[src/rtl/ace_ccu_pkg.sv]
// Shared types for the CCU scheduler: FSM states, the CCU port index type and
// the round-robin pointer advance.
package ace_ccu_pkg;

   localparam int unsigned CcuMaxPorts  = 256;
   localparam int unsigned CcuIdxWidth  = $clog2(CcuMaxPorts);

   typedef enum logic [1:0] {IDLE, REQ, BUSY} ccu_sched_state_e;

   typedef logic [CcuIdxWidth-1:0] ccu_port_idx_t;

   // Next round-robin start index; the wrap is explicit so any port count works.
   function automatic ccu_port_idx_t rr_next(input ccu_port_idx_t idx,
                                             input int unsigned   num_ports);
      if ((32'(idx) + 32'd1) >= num_ports) begin
         return '0;
      end
      return idx + ccu_port_idx_t'(1);
   endfunction

endpackage

[src/rtl/ace_ccu_rr_pick.sv]
// Combinational round-robin picker: lowest requesting index at or above the
// start pointer, otherwise the lowest requesting index below it.
module ace_ccu_rr_pick #(
   parameter int unsigned NumReq   = 2,
   parameter int unsigned IdxWidth = $clog2(NumReq)
) (
   input  logic [NumReq-1:0]   req_i,
   input  logic [IdxWidth-1:0] rr_i,
   output logic [IdxWidth-1:0] idx_o,
   output logic                valid_o
);

   logic                found_hi;
   logic                found_lo;
   logic [IdxWidth-1:0] idx_hi;
   logic [IdxWidth-1:0] idx_lo;

   always_comb begin
      found_hi = 1'b0;
      found_lo = 1'b0;
      idx_hi   = '0;
      idx_lo   = '0;
      for (int unsigned i = 0; i < NumReq; i++) begin
         if (req_i[i]) begin
            if (IdxWidth'(i) >= rr_i) begin
               if (!found_hi) begin
                  found_hi = 1'b1;
                  idx_hi   = IdxWidth'(i);
               end
            end else if (!found_lo) begin
               found_lo = 1'b1;
               idx_lo   = IdxWidth'(i);
            end
         end
      end
   end

   assign idx_o   = found_hi ? idx_hi : idx_lo;
   assign valid_o = |req_i;

endmodule

[src/rtl/ace_ccu_sched.sv]
// Shares the single CCU snoop engine among the ACE slave ports: shareable
// requests are granted round-robin and held until the CCU reports done,
// non-shareable ones pass straight through to the bypass path.
module ace_ccu_sched
   import ace_ccu_pkg::*;
#(
   parameter int unsigned NoSlvPorts = 2,
   parameter int unsigned IdxWidth   = $clog2(NoSlvPorts)
) (
   input  logic                  clk_i,
   input  logic                  rst_i,
   input  logic [NoSlvPorts-1:0] slv_req_valid_i,
   input  logic [NoSlvPorts-1:0] slv_req_snoop_i,
   input  logic [NoSlvPorts-1:0] slv_req_write_i,
   output logic [NoSlvPorts-1:0] slv_req_ready_o,
   output logic [NoSlvPorts-1:0] byp_valid_o,
   input  logic [NoSlvPorts-1:0] byp_ready_i,
   output logic                  ccu_valid_o,
   input  logic                  ccu_ready_i,
   output logic [IdxWidth-1:0]   ccu_idx_o,
   output logic                  ccu_write_o,
   input  logic                  ccu_done_i,
   output logic                  busy_o
);

   ccu_sched_state_e      state_q, state_d;
   logic [IdxWidth-1:0]   idx_q, idx_d;
   logic [IdxWidth-1:0]   rr_q, rr_d;
   logic                  wr_q, wr_d;

   logic [NoSlvPorts-1:0] snoop_req;
   logic [IdxWidth-1:0]   pick_idx;
   logic                  pick_valid;
   logic                  ccu_grant;

   assign snoop_req = slv_req_valid_i & slv_req_snoop_i;

   ace_ccu_rr_pick #(
      .NumReq   (NoSlvPorts),
      .IdxWidth (IdxWidth)
   ) i_rr_pick (
      .req_i   (snoop_req),
      .rr_i    (rr_q),
      .idx_o   (pick_idx),
      .valid_o (pick_valid)
   );

   // Next-state logic; a latched grant is only released by ccu_done_i.
   always_comb begin
      state_d     = state_q;
      idx_d       = idx_q;
      wr_d        = wr_q;
      rr_d        = rr_q;
      ccu_valid_o = 1'b0;
      unique case (state_q)
         IDLE: begin
            if (pick_valid) begin
               idx_d   = pick_idx;
               wr_d    = slv_req_write_i[pick_idx];
               state_d = REQ;
            end
         end
         REQ: begin
            ccu_valid_o = 1'b1;
            if (ccu_ready_i) begin
               state_d = BUSY;
            end
         end
         BUSY: begin
            if (ccu_done_i) begin
               rr_d    = IdxWidth'(rr_next(ccu_port_idx_t'(idx_q), NoSlvPorts));
               state_d = IDLE;
            end
         end
         default: begin
            state_d = IDLE;
         end
      endcase
   end

   always_ff @(posedge clk_i or posedge rst_i) begin
      if (rst_i) begin
         state_q <= IDLE;
         idx_q   <= '0;
         wr_q    <= 1'b0;
         rr_q    <= '0;
      end else begin
         state_q <= state_d;
         idx_q   <= idx_d;
         wr_q    <= wr_d;
         rr_q    <= rr_d;
      end
   end

   assign ccu_grant   = (state_q == REQ) && ccu_ready_i;
   assign ccu_idx_o   = idx_q;
   assign ccu_write_o = wr_q;
   assign busy_o      = (state_q != IDLE);
   assign byp_valid_o = slv_req_valid_i & ~slv_req_snoop_i;

   // Shareable ports see ready only on the CCU hand-off; others follow bypass.
   always_comb begin
      slv_req_ready_o = '0;
      for (int unsigned i = 0; i < NoSlvPorts; i++) begin
         if (slv_req_snoop_i[i]) begin
            slv_req_ready_o[i] = ccu_grant && (idx_q == IdxWidth'(i));
         end else begin
            slv_req_ready_o[i] = byp_valid_o[i] && byp_ready_i[i];
         end
      end
   end

   req_stable_a: assert property (@(posedge clk_i) disable iff (rst_i)
      (state_q == REQ) |-> (slv_req_valid_i[idx_q] && slv_req_snoop_i[idx_q] &&
                            (slv_req_write_i[idx_q] == wr_q)));

endmodule
[config.mk]
export PLATFORM = sky130hd
export DESIGN_NAME = ace_ccu_sched
export DESIGN_NICKNAME = d
export VERILOG_FILES = /design/src/rtl/ace_ccu_pkg.sv /design/src/rtl/ace_ccu_rr_pick.sv /design/src/rtl/ace_ccu_sched.sv
export SDC_FILE = /design/constraint.sdc
export NUM_CORES = 1
export LEC_CHECK = 0
export BUFFER_PORTS_ARGS = -buffer_cell sky130_fd_sc_hd__buf_2
export CAP_MARGIN = 0
export CELL_PAD_IN_SITES_DETAIL_PLACEMENT = 0
export CELL_PAD_IN_SITES_GLOBAL_PLACEMENT = 2
export CORE_MARGIN = 10
export CORE_UTILIZATION = 19
export CTS_CLUSTER_DIAMETER = 150
export DETAILED_ROUTE_END_ITERATION = 8
export GPL_ROUTABILITY_DRIVEN = 0
export MAX_ROUTING_LAYER = met4
export PLACE_DENSITY_LB_ADDON = 0.1
export SLEW_MARGIN = 20
export SYNTH_ARGS = -nofsm -noshare
export SYNTH_HDL_FRONTEND = slang
export SYNTH_SLANG_ARGS = --single-unit
[constraint.sdc]
create_clock -name clk_i -period 1.5 [get_ports clk_i]
set_clock_uncertainty 0.1 [all_clocks]
set_input_delay 0.3 -clock clk_i [delete_from_list [all_inputs] [get_ports clk_i]]
set_output_delay 0.3 -clock clk_i [all_outputs]
set_load 0.01 [all_outputs]
==> flow_summary_export.csv, run 1 <==
group,metric,value,unit
status,status,"finished, violations left",
status,violations,"setup timing",
synth,synth_top_family_by_area,"simple AND/OR/NAND/NOR gates",
worst_setup_path,crit_start,"state_q[1]$_DFFE_PP0P_",
place,place_inst,72,
timing,drv_slew,0,
floorplanning,coreArea,1490,µm²
pwr,seqPwrFrac,29.9,%
cells_and_area,n_antenna_cell,0,
worst_setup_path,path_delay_family,"flip-flops",
timing,clock.fmax,0.633,GHz
worst_setup_path,arrival,1180,ps
synth,synthCells,34,
synth,yosysWarnings,0,
run,maxCapViolCount,0,
synth,syn_area,299,µm²
cells_and_area,syn_to_final_growth,62.8,%
worst_setup_path,critPathCapture,"slv_req_ready_o[0]",
synth,synthMuxAreaShare,0,%
timing,worst_pin_slew,221,ps
worst_setup_path,crit_buf_inv,1,
floorplanning,ioPinCount,20,
synth,synthXorXnorAreaFrac,0,%
timing,timing.slew.headroom,85.2,%
worst_setup_path,cp_data_required_time,1100,ps
cells_and_area,layout.cells.non_filler,77,
place,io_buffers,19,
cells_and_area,multi_input_area,174,µm²
worst_setup_path,crit_type,"reg2out",
synth,yosysSeqAreaShare,41.8,%
worst_setup_path,cp_max_fo,3,
worst_setup_path,regToRegEndpoint,"ccu_write_o$_DFFE_PP0P_",
cells_and_area,regArea,125,µm²
timing,rsz0062_at_grt,"true",
clocking,cts_buffers,3,
pwr,powerDensity,1690,nW/µm²
global_route,grt_pass1_wl,1830,µm
floorplanning,initial_core_util,20.1,%
cells_and_area,nets,74,
place,dp_hpwl,867,µm
routing,postRouteAntennaNets,0,
routing,drt_wl_total,1030,µm
pwr,switching_power,311,µW
routing,vias,340,
cells_and_area,final_common_cell,"buf_2",
pwr,vdd_ir_drop_max,516,µV
worst_setup_path,startpoint_type,"flip-flop",
cells_and_area,postLayoutCellArea,487,µm²
synth,synthSimpleGateAreaFrac,32.6,%
pwr,pwr-share-comb,51.1,%
worst_setup_path,cp_cell_sequence,"nand3b_1 -> nor2_1 -> a22o_2 -> buf_6",
clocking,h-tree-depth,1,
timing,hold_violations,0,
floorplanning,die_area,3560,µm²
worst_setup_path,cpMaxStageDelayCell,"dfrtp_1",
routing,drt-initial-drc-count,4,
worst_hold_path,hp-class,"in2reg",
timing,fin_crit,1580,ps
routing,drt_pass1_iterations,4,
synth,yosys_register_bits,5,
timing,report.final.setup_viol,2,
synth,synth_cell_types,16,
floorplanning,dieHeight,59.7,µm
global_route,gr-total-overflow,0,
clocking,clock-sinks,5,
worst_setup_path,rr_worst_depth,3,
clocking,cts_tree,"built",
pwr,p_leak,0.000253,µW
worst_setup_path,timing.rr.start,"rr_q$_DFFE_PP0P_",
global_route,grt_pass1_vias,385,
pwr,p_clk_share,19.0,%
clocking,clk_pin_slew_worst_paths,50,ps
worst_setup_path,r2r_slack,180,ps
pwr,p_int,511,µW
floorplanning,rows,14,
routing,drc,0,
worst_setup_path,cp_num_cells,4,
timing,timing.final.crit_share,105,%
pwr,swShare,37.8,%
cells_and_area,nFillCells,165,
synth,synth-compound-area-share,23.0,%
place,place_area,437,µm²
floorplanning,die_w,59.7,µm
synth,avgSynthCellArea,8.80,µm²
timing,setup_slack,-78.8,ps
synth,synth_adder_area_share,0,%
clocking,clk_latency,240,ps
global_route,grt_max_degree,7,
routing,wl_per_cell,13.4,µm
global_route,antenna_found_initial,0,
routing,viasPerCell,4.42,
cells_and_area,layout_common_cells,"buf_2 (18), nand2_1 (6), dfrtp_1 (5)",
worst_setup_path,cp_slowest_stage_delay,360,ps
synth,syn_nets,46,
clocking,root_buffer,"clkbuf_4",
global_route,track_usage,7.19,%
cells_and_area,drive_above_1_share,47.5,%
clocking,clockBufferDepth,2,
worst_setup_path,critPathCaptureType,"primary output",
-- registers in the layout, indices dropped and copies added, names as in the netlist --
name         count
ccu_idx_o        1
ccu_write_o      1
rr_q             1
state_q          2
-- kinds of logic (layout without fill, tap and decap cells) --
| family | after synthesis | after routing |
|---|---|---|
| flops | 5 | 5 |
| simple gates | 18 | 18 |
| compound gates | 9 | 9 |
| buf+inv | 2 | 29 |
-- metrics by stage --
step                hold WS, ps  setup WS (ps)  setup TNS (ps)  util, %  power (µW)
finish                      165          -78.8           -88.8     32.7         822
floorplan                 -21.5            257               0        -         442
global placement            104            139               0     29.3         632
global route                154           -196            -278     32.7         905
CTS                         154           -108            -144     32.4         828
detailed placement          124           94.2               0     29.3         647
-- how the worst min path moves through the flow --
stage          cells past startpoint  slack [ps]        start                       to
2_1_floorplan                      1         -20        rst_i    ccu_idx_o$_DFFE_PP0P_
3_3_place_gp                       2         100        rst_i   state_q[0]$_DFFE_PP0P_
3_5_place_dp                       2         120        rst_i  ccu_write_o$_DFFE_PP0P_
4_1_cts                            2         150  ccu_ready_i   state_q[0]$_DFFE_PP0P_
5_1_grt                            2         150  ccu_ready_i   state_q[0]$_DFFE_PP0P_
6_report                           2         160  ccu_ready_i   state_q[0]$_DFFE_PP0P_
-- Yosys cell counts, drive strengths merged --
| cell | count | area [µm²] |
|---|---|---|
| inv | 2 | 7.51 |
| a211oi | 1 | 7.51 |
| o21ai | 2 | 10.0 |
| a41oi | 1 | 8.76 |
| and3b | 1 | 12.5 |
| a22o | 3 | 28.8 |
| dfrtp | 5 | 125 |
| a21oi | 1 | 5.00 |
| o2bb2ai | 1 | 8.76 |
| nand3b | 2 | 15.0 |
| or3b | 1 | 8.76 |
| nor2b | 2 | 12.5 |
| and2b | 1 | 7.51 |
| nand2 | 6 | 22.5 |
| nor2 | 5 | 18.8 |
-- layer usage --
metal	vias to the layer above	GRT usage [%]	routed length, µm
li1	173	-	-
met1	150	8.19	494
met2	15	8.82	442
met3	2	2.75	66
met4	0	7.69	27
met5	-	-	0
-- power by group through the flow --
stage / clock network [µW] / logic [µW] / registers (µW)
final: 157 / 420 / 245
after global routing: 179 / 472 / 253
after CTS: 164 / 416 / 248
after detailed placement: 0 / 399 / 248
after global placement: 0 / 386 / 246
after floorplan: 0 / 176 / 266
-- cell type report --
class | count | area share [%]
multi-input combinational | 27 | 35.7
sequential | 5 | 25.7
clock buffer | 4 | 5.40
inverter | 2 | 1.54
tap | 16 | 4.11
timing repair buffer | 23 | 27.5
-- timing repair --
item / 4_1_cts / 5_1_grt
setup buffers: 0 / 0
hold buffers: 1 / 0
endpoints found under the hold margin: 5 / 0
resized for setup: 2 / 1
setup endpoints to repair: 3 / 3
pin swaps: 3 / 2
(Power assumes the default switching activity.)
==> inputs of run 2 (changes only) <==
--- a/config.mk
+++ b/config.mk
@@ -16,6 +16,7 @@
 export GPL_ROUTABILITY_DRIVEN = 0
 export MAX_ROUTING_LAYER = met4
 export PLACE_DENSITY_LB_ADDON = 0.1
+export SKIP_CTS_REPAIR_TIMING = 1
 export SLEW_MARGIN = 20
 export SYNTH_ARGS = -nofsm -noshare
 export SYNTH_HDL_FRONTEND = slang
==> run 2 against run 1 <==
  * Wire length up 0.58%
  * Non-clock buffer count up 1
  * Core utilization grew 0.92 points
  * Via count rose by 2.1%
  * Clock-buffer cell count is the same
  * The flow still finishes with violations (setup timing)
  * Highest routed layer unchanged
  * Flip-flop and latch count unchanged
  * Sequential share of layout area decreased by 0.71 points
  * Critical path type unchanged
  * Final cell count grew 1.3%
==> flow_summary_export.csv, run 2 (synthesized netlist as in run 1, its figures left out) <==
group,metric,value,unit
status,status,"finished, violations left",
status,violations,"setup timing",
routing,postRouteAntennaNets,0,
timing,setup_slack,-119,ps
floorplanning,initial_core_util,20.1,%
timing,hold_violations,0,
routing,drt_pass1_iterations,2,
worst_hold_path,whs_path_depth,2,
worst_setup_path,r2r_slack,170,ps
pwr,p_int,522,µW
clocking,root_buffer,"clkbuf_4",
worst_setup_path,path_delay_family,"flip-flops",
worst_setup_path,cpMaxStageDelayCell,"dfrtp_1",
routing,drc,0,
timing,drv_slew,0,
floorplanning,die_w,59.7,µm
worst_setup_path,cp_data_required_time,1100,ps
run,maxCapViolCount,0,
floorplanning,die_area,3560,µm²
global_route,grt_max_degree,7,
routing,drt-initial-drc-count,4,
timing,fin_crit,1620,ps
worst_setup_path,startpoint_type,"flip-flop",
global_route,gr-total-overflow,0,
pwr,vdd_ir_drop_max,516,µV
timing,fin_worst_hold_slack,164,ps
global_route,track_usage,7.06,%
worst_setup_path,cp_num_cells,4,
cells_and_area,nets,75,
pwr,switching_power,317,µW
global_route,gr-usage-met3,2.75,%
pwr,p_clk_share,18.7,%
worst_setup_path,arrival,1220,ps
worst_setup_path,timing.rr.start,"rr_q$_DFFE_PP0P_",
cells_and_area,syn_to_final_growth,67.4,%
worst_setup_path,rr_worst_depth,3,
timing,timing.slew.headroom,85.4,%
worst_setup_path,crit_buf_inv,2,
place,dp_hpwl,867,µm
pwr,powerDensity,1680,nW/µm²
timing,fin_setup_tns,-214,ps
timing,clock.fmax,0.618,GHz
timing,report.final.setup_viol,2,
place,pre_cts_slack,94.2,ps
timing,timing.final.crit_share,108,%
routing,wl_per_cell,13.3,µm
global_route,grt_pass1_vias,379,
cells_and_area,drive_above_1_share,50.0,%
global_route,antenna_found_initial,0,
floorplanning,coreArea,1490,µm²
cells_and_area,largest_reg_flops,2,
clocking,clockBufferDepth,2,
place,io_buffers,19,
global_route,grt_pass1_wl,1780,µm
worst_hold_path,hp-class,"in2reg",
routing,viasPerCell,4.45,
worst_setup_path,regToRegEndpoint,"ccu_write_o$_DFFE_PP0P_",
worst_setup_path,cp_max_fo,3,
routing,drt_wl_total,1040,µm
clocking,cts_buffers,3,
worst_hold_path,holdPathEnd,"state_q[0]$_DFFE_PP0P_",
clocking,clk_latency,240,ps
floorplanning,dieHeight,59.7,µm
global_route,grt_use_met1,7.83,%
floorplanning,ioPinCount,20,
timing,rsz0062_at_grt,"true",
pwr,p_leak,0.000259,µW
worst_setup_path,critPathCaptureType,"primary output",
clocking,clock-sinks,5,
pwr,swShare,37.8,%
worst_hold_path,hold_start,"ccu_ready_i",
global_route,grt_busiest_layer,"met2",
clocking,clk_pin_slew_worst_paths,50,ps
worst_setup_path,cp_cell_sequence,"nand3b_1 -> buf_4 -> o2bb2ai_2 -> buf_2",
clocking,h-tree-depth,1,
global_route,grt_util_met2,8.82,%
worst_setup_path,crit_type,"reg2out",
timing,worst_pin_slew,218,ps
clocking,cts_tree,"built",
cells_and_area,final_common_cell,"buf_2",
pwr,pwr-share-comb,52.0,%
routing,vias,347,
cells_and_area,n_antenna_cell,0,
cells_and_area,layout_common_cells,"buf_2 (18), nand2_1 (6), dfrtp_1 (5)",
cells_and_area,nFillCells,163,
worst_setup_path,cp_slowest_stage_delay,360,ps
floorplanning,rows,14,
pwr,seqPwrFrac,29.3,%
cells_and_area,largest-register,"state_q",
## run 2: changes by cell type in the layout (fill, tap and decap cells not counted), sizes merged
| cell | previous run | this run |
|---|---|---|
| buf | 22 | 23 |
## run 2: worst max path at each step
stage,from,to,slack (ps)
after detailed placement,slv_req_snoop_i[0],ccu_write_o$_DFFE_PP0P_,90
after CTS,state_q[1]$_DFFE_PP0P_,slv_req_ready_o[0],-110
final,state_q[1]$_DFFE_PP0P_,slv_req_ready_o[1],-120
after floorplan,rr_q$_DFFE_PP0P_,ccu_write_o$_DFFE_PP0P_,260
after global placement,slv_req_snoop_i[0],slv_req_ready_o[0],140
after global routing,state_q[1]$_DFFE_PP0P_,slv_req_ready_o[0],-200
## run 2: power by group through the flow
stage,sequential [µW],combinational [µW],clock [µW]
after global placement,246,386,0
after detailed placement,248,399,0
final,246,437,157
after global routing,254,489,179
after floorplan,266,176,0
after CTS,248,400,164
## run 2: layout make-up
cell class	instances	area [µm²]	share of cell area [%]
Clock buffer	4	26.3	5.25
Sequential cell	5	125	25.0
Tap cell	16	20.0	4.00
Multi-Input combinational cell	27	180	36.0
Inverter	2	7.51	1.50
Timing Repair Buffer	24	141	28.3
## run 2: through the flow
step	area [µm²]	power, µW	instances	util (%)
final	500	840	78	33.6
after CTS	463	812	76	31.1
after global routing	500	922	78	33.6
after global placement	437	632	72	29.3
after floorplan	299	442	34	-
after detailed placement	437	647	72	29.3
## run 2: layer usage
| metal | up-vias | routed length [µm] |
|---|---|---|
| met3 | 2 | 66 |
| met2 | 15 | 447 |
| met5 | - | 0 |
| met4 | 0 | 27 |
| met1 | 155 | 494 |
| li1 | 175 | - |
## run 2: worst reg2reg max path: stages, from the launching register on
cell	delay, ps
dfrtp_1	350
and3b_4	210
or3b_1	370
a41oi_1	220
